## src/rtl/spi_master.sv

```systemverilog
// SPI mode-0 master: one MSB-first byte per start request, with optional
// slave-select hold so consecutive bytes can share a single ss-low frame.
//
// Ports:
//   clk      system clock (rising edge)
//   rst_n    asynchronous active-low reset
//   start    transfer request, sampled only while busy = 0
//   hold_ss  sampled with start; 1 keeps ss low after the byte completes
//   din      byte to transmit, MSB first
//   dout     last received byte
//   busy     transfer in progress
//   done     one-cycle pulse when dout updates
//   ss       slave select, active-low
//   sck      serial clock, idles low
//   mosi     serial data out (changes only while sck is low)
//   miso     serial data in (sampled on sck rising edges)
module spi_master #(
    parameter int unsigned CLK_DIV = 4
) (
    input  logic       clk,
    input  logic       rst_n,
    input  logic       start,
    input  logic       hold_ss,
    input  logic [7:0] din,
    output logic [7:0] dout,
    output logic       busy,
    output logic       done,
    output logic       ss,
    output logic       sck,
    output logic       mosi,
    input  logic       miso
);

    localparam int unsigned CNT_W = 8;
    localparam int unsigned TOG_W = 4;

    typedef enum logic [1:0] {
        IDLE  = 2'd0,
        SETUP = 2'd1,
        XFER  = 2'd2
    } state_t;

    state_t             state_q, state_d;
    logic [CNT_W-1:0]   div_cnt_q, div_cnt_d;
    logic [TOG_W-1:0]   tog_cnt_q, tog_cnt_d;
    logic [6:0]         tx_q, tx_d;
    logic [7:0]         rx_q, rx_d;
    logic               hold_q, hold_d;
    logic [7:0]         dout_d;
    logic               busy_d, done_d, ss_d, sck_d, mosi_d;

    logic               phase_end_c;
    logic               last_tog_c;

    assign phase_end_c = (div_cnt_q == CNT_W'(CLK_DIV - 1));
    assign last_tog_c  = (tog_cnt_q == {TOG_W{1'b1}});

    // State and datapath registers
    always_ff @(posedge clk or negedge rst_n) begin
        if (!rst_n) begin
            state_q   <= IDLE;
            div_cnt_q <= '0;
            tog_cnt_q <= '0;
            tx_q      <= '0;
            rx_q      <= '0;
            hold_q    <= 1'b0;
            dout      <= 8'h00;
            busy      <= 1'b0;
            done      <= 1'b0;
            ss        <= 1'b1;
            sck       <= 1'b0;
            mosi      <= 1'b0;
        end else begin
            state_q   <= state_d;
            div_cnt_q <= div_cnt_d;
            tog_cnt_q <= tog_cnt_d;
            tx_q      <= tx_d;
            rx_q      <= rx_d;
            hold_q    <= hold_d;
            dout      <= dout_d;
            busy      <= busy_d;
            done      <= done_d;
            ss        <= ss_d;
            sck       <= sck_d;
            mosi      <= mosi_d;
        end
    end

    // Next-state logic
    always_comb begin
        state_d = state_q;
        case (state_q)
            IDLE:    if (start) state_d = SETUP;
            SETUP:   if (phase_end_c) state_d = XFER;
            XFER:    if (phase_end_c && last_tog_c) state_d = IDLE;
            default: state_d = IDLE;
        endcase
    end

    // Next values of the registered outputs and datapath
    always_comb begin
        div_cnt_d = div_cnt_q;
        tog_cnt_d = tog_cnt_q;
        tx_d      = tx_q;
        rx_d      = rx_q;
        hold_d    = hold_q;
        dout_d    = dout;
        busy_d    = busy;
        done_d    = 1'b0;
        ss_d      = ss;
        sck_d     = sck;
        mosi_d    = mosi;

        case (state_q)
            IDLE: begin
                div_cnt_d = '0;
                tog_cnt_d = '0;
                if (start) begin
                    // ss may already be low from a held frame; driving 0 again keeps it glitch-free
                    tx_d   = din[6:0];
                    hold_d = hold_ss;
                    ss_d   = 1'b0;
                    mosi_d = din[7];
                    busy_d = 1'b1;
                end
            end

            SETUP: begin
                div_cnt_d = phase_end_c ? '0 : div_cnt_q + CNT_W'(1);
            end

            XFER: begin
                if (phase_end_c) begin
                    div_cnt_d = '0;
                    sck_d     = ~sck;
                    tog_cnt_d = tog_cnt_q + TOG_W'(1);
                    if (!sck) begin
                        rx_d = {rx_q[6:0], miso};
                    end else if (!last_tog_c) begin
                        mosi_d = tx_q[6];
                        tx_d   = {tx_q[5:0], 1'b0};
                    end
                    // 16th toggle is the 8th falling edge: finish and keep mosi as is
                    if (last_tog_c) begin
                        tog_cnt_d = '0;
                        dout_d    = rx_q;
                        done_d    = 1'b1;
                        busy_d    = 1'b0;
                        ss_d      = ~hold_q;
                    end
                end else begin
                    div_cnt_d = div_cnt_q + CNT_W'(1);
                end
            end

            default: begin
                div_cnt_d = '0;
                tog_cnt_d = '0;
            end
        endcase
    end

endmodule

```

## config.mk

```make
export PLATFORM = sky130hd
export DESIGN_NAME = spi_master
export DESIGN_NICKNAME = d
export VERILOG_FILES = /design/src/rtl/spi_master.sv
export SDC_FILE = /design/constraint.sdc
export NUM_CORES = 1
export LEC_CHECK = 0
export CAP_MARGIN = 0
export CORE_ASPECT_RATIO = 0.9
export CORE_MARGIN = 5
export CORE_UTILIZATION = 55
export CTS_BUF_LIST = sky130_fd_sc_hd__clkbuf_4 sky130_fd_sc_hd__clkbuf_8
export CTS_CLUSTER_SIZE = 14
export DETAILED_ROUTE_END_ITERATION = 8
export PLACE_DENSITY = 0.85
export SLEW_MARGIN = 10
export SYNTH_ARGS = -nofsm -noshare
export SYNTH_HDL_FRONTEND = slang
export SYNTH_SLANG_ARGS = --single-unit
```

## constraint.sdc

```tcl
create_clock -name clk -period 2.4 [get_ports clk]
set_input_delay 0.48 -clock clk [delete_from_list [all_inputs] [get_ports clk]]
set_output_delay 0.48 -clock clk [all_outputs]
set_load 0.01 [all_outputs]
```

==> qor.yml <==
status:
  status: "completed"
sta:
  finalCritPeriodShare: 0.956
  rsz0062_at_grt: "no"
  fmax_ghz: 0.436
  min_period_ps: 2290
  fin_tns_setup_ps: 0
  worstMarginPinSlew_ps: 513
  hold_violations: 0
  relSlewSlack: 0.657
  final-max-slew-violation-count: 0
  skew_ps: 7.89
  setup_viol: 0
pwr:
  netSwitchingPower_uw: 676
  power.density_nw_per_um2: 936
  p_sw_frac: 0.288
  p_leak_nw: 1.17
  seqPwrFrac: 0.419
  internal_power_mw: 1.67
  clkPwrFrac: 0.287
  ir_drop_mv: 0.698
  power.total_mw: 2.35
  combPwrFrac: 0.294
route:
  wl_microns: 3740
  via_count: 1356
  vias_per_cell: 5.67
  dr.pass1.iters: 4
  routedWlPerCell_microns: 15.6
  drtIter0Drc: 96
  drc: 0
  ant_nets: 0
yosys:
  syn-instance-count: 160
  ys_ff_latch: 43
  synthTopCellsByArea: "dfrtp_1 51%, mux2_2 14%, mux2_4 5.8%"
  async_flop_share: 1.00
  syn_area_sq_um: 2060
  synthFlopType: "dfrtp_1"
  synth.top_cell.area_share: 0.511
  synth_area_leader_cell: "dfrtp_1"
  synth_edf_count: 0
  syn-mean-instance-area_sq_um: 12.8
  ys_warn_count: 0
  synth.most_common_cell: "dfrtp_1"
  syn_nets: 180
  ys_seq_area_frac: 0.524
  ys_types: 41
  ys_top_cells_by_count: "42 x dfrtp_1, 26 x mux2_2, 8 x mux2_4, 8 x nand3_1"
critical_path:
  critPathMaxFanout: 8
  worstReg2RegEnd: "rx_q[7]"
  r2r-start: "div_cnt_q[4]"
  arrival_ps: 2480
  cpPeakStageDelay_ps: 580
  startpoint: "div_cnt_q[4]"
  crit_buf_inv: 1
  critPathKind: "reg2reg"
  critical_path.cell_chain: "or4_4, or3_4, or3_1, buf_4, mux2_4"
  ff2ff_path_depth: 5
  cpLargestDelayFamily: "simple AND/OR/NAND/NOR gates"
  endpoint_kind: "flip-flop"
  worstSetupPathDepth: 5
  critical_path.slowest_cell: "or4_4"
  crit_path_start_kind: "flip-flop"
  rrSetupSlack_ps: 110
  worstPathRequired_ps: 2590
  cp-endpoint: "rx_q[7]"
final_layout:
  nets: 212
  drive_gt1_frac: 0.280
  area_growth_pct: 22.0
  fillers: 260
  seq_area_sq_um: 1080
  multi_input_area_sq_um: 932
  diodes: 0
floorplan:
  num_rows: 21
  die_area_sq_um: 5060
  die_h_microns: 68
  start_util: 0.563
  die_x_microns: 74.4
  coreArea_sq_um: 3650
  io_pins: 26
placed_design:
  gp_congestion: 0.906
  dp_hpwl_microns: 2760
  io_buffers: 25
clocking:
  cts_root_buffer: "clkbuf_8"
  cts.htree.levels: 2
  clock-sinks: 43
  cts_buffers: 5
  cts_hold_buf: 0
  clock_path_buffers: 2
  clock_latency_ps: 300
  clk_pin_slew_ps: 80
  cts_resized: 0
  tritoncts: "yes"
  post-cts-setup-buffers: 0
global_routing:
  grt_use_total: 0.175
  grt_pass1_vias: 1381
  antenna_found_initial: 0
  grt_max_degree: 22
  grt_first_pass_wirelength_microns: 6450
  grt.overflow.total: 0
job:
  max_cap_viol_count: 0
min_path:
  worstHoldPathType: "in2async"
-- worst register-to-register path, cell delays in order, from the launching register on --
cell     delay [ps]
dfrtp_1         410
or4_4           580
or3_4           380
or3_1           310
buf_4           190
mux2_4          300
-- power by group through the flow --
stage	Clock [mW]	Sequential [mW]	Combinational, mW
final	0.673	0.983	0.691
after global routing	0.715	1.00	0.759
after CTS	0.688	0.982	0.698
after detailed placement	0	0.998	0.689
after global placement	0	0.987	0.654
after floorplan	0	0.975	0.483
-- registers in the layout (all words and copies together), names as in the netlist --
register   count
dout           8
mosi           1
tx_q           7
tog_cnt_q      4
state_q        2
ss             1
busy           1
hold_q         1
sck            1
div_cnt_q      8
done           1
rx_q           8
-- final cells by class --
type                       count  share of cell area
sequential                    43               0.429
multi-input combinational    107               0.372
timing repair buffer          31               0.116
clock buffer                   6              0.0304
clock inverter                 2              0.0239
tap                           46              0.0229
inverter                       4             0.00599
-- placed cells by master (no fill, tap or decap), types with 4 or more instances in the layout --
cell / count
dfrtp_1: 42
mux2_2: 26
clkdlybuf4s50_1: 24
nand3_1: 8
mux2_4: 8
nand2_1: 7
ha_1: 7
buf_4: 6
clkbuf_8: 5
inv_1: 4
nand2b_1: 4
and3_1: 4
nor2_1: 4
-- through the flow --
step	std cells	area, sq um	worst slack (ps)	hold WS, ps	utilization
5_1_grt	239	2510	50.9	164	0.687
2_1_floorplan	160	2060	197	184	-
3_3_place_gp	231	2370	145	453	0.650
3_5_place_dp	231	2370	94.1	460	0.650
6_report	239	2510	106	126	0.687
4_1_cts	239	2510	24.3	134	0.687
-- logic make-up after synthesis --
kind of cell / share of synthesized area
mux: 0.211
buf+inv: 0.0225
flops: 0.524
fa+ha+maj: 0.0426
xor+xnor: 0.0256
compound gates: 0.0542
simple gates: 0.121
-- worst min-delay path by stage --
stage	from	cells past startpoint	endpoint
floorplan	rst_n	0	busy
global placement	rst_n	1	tog_cnt_q[1]
detailed placement	rst_n	1	tog_cnt_q[1]
CTS	rst_n	1	state_q[0]
global route	rst_n	1	tog_cnt_q[1]
finish	rst_n	1	tog_cnt_q[2]
-- layer usage --
layer / vias up / track usage / share of wire
met4: 0 / 0.0844 / 0.029
met3: 13 / 0.0631 / 0.070
met5: - / 0 / 0
met1: 651 / 0.205 / 0.41
li1: 636 / - / -
met2: 56 / 0.285 / 0.50
No activity file was read; power rests on OpenSTA's default activity.
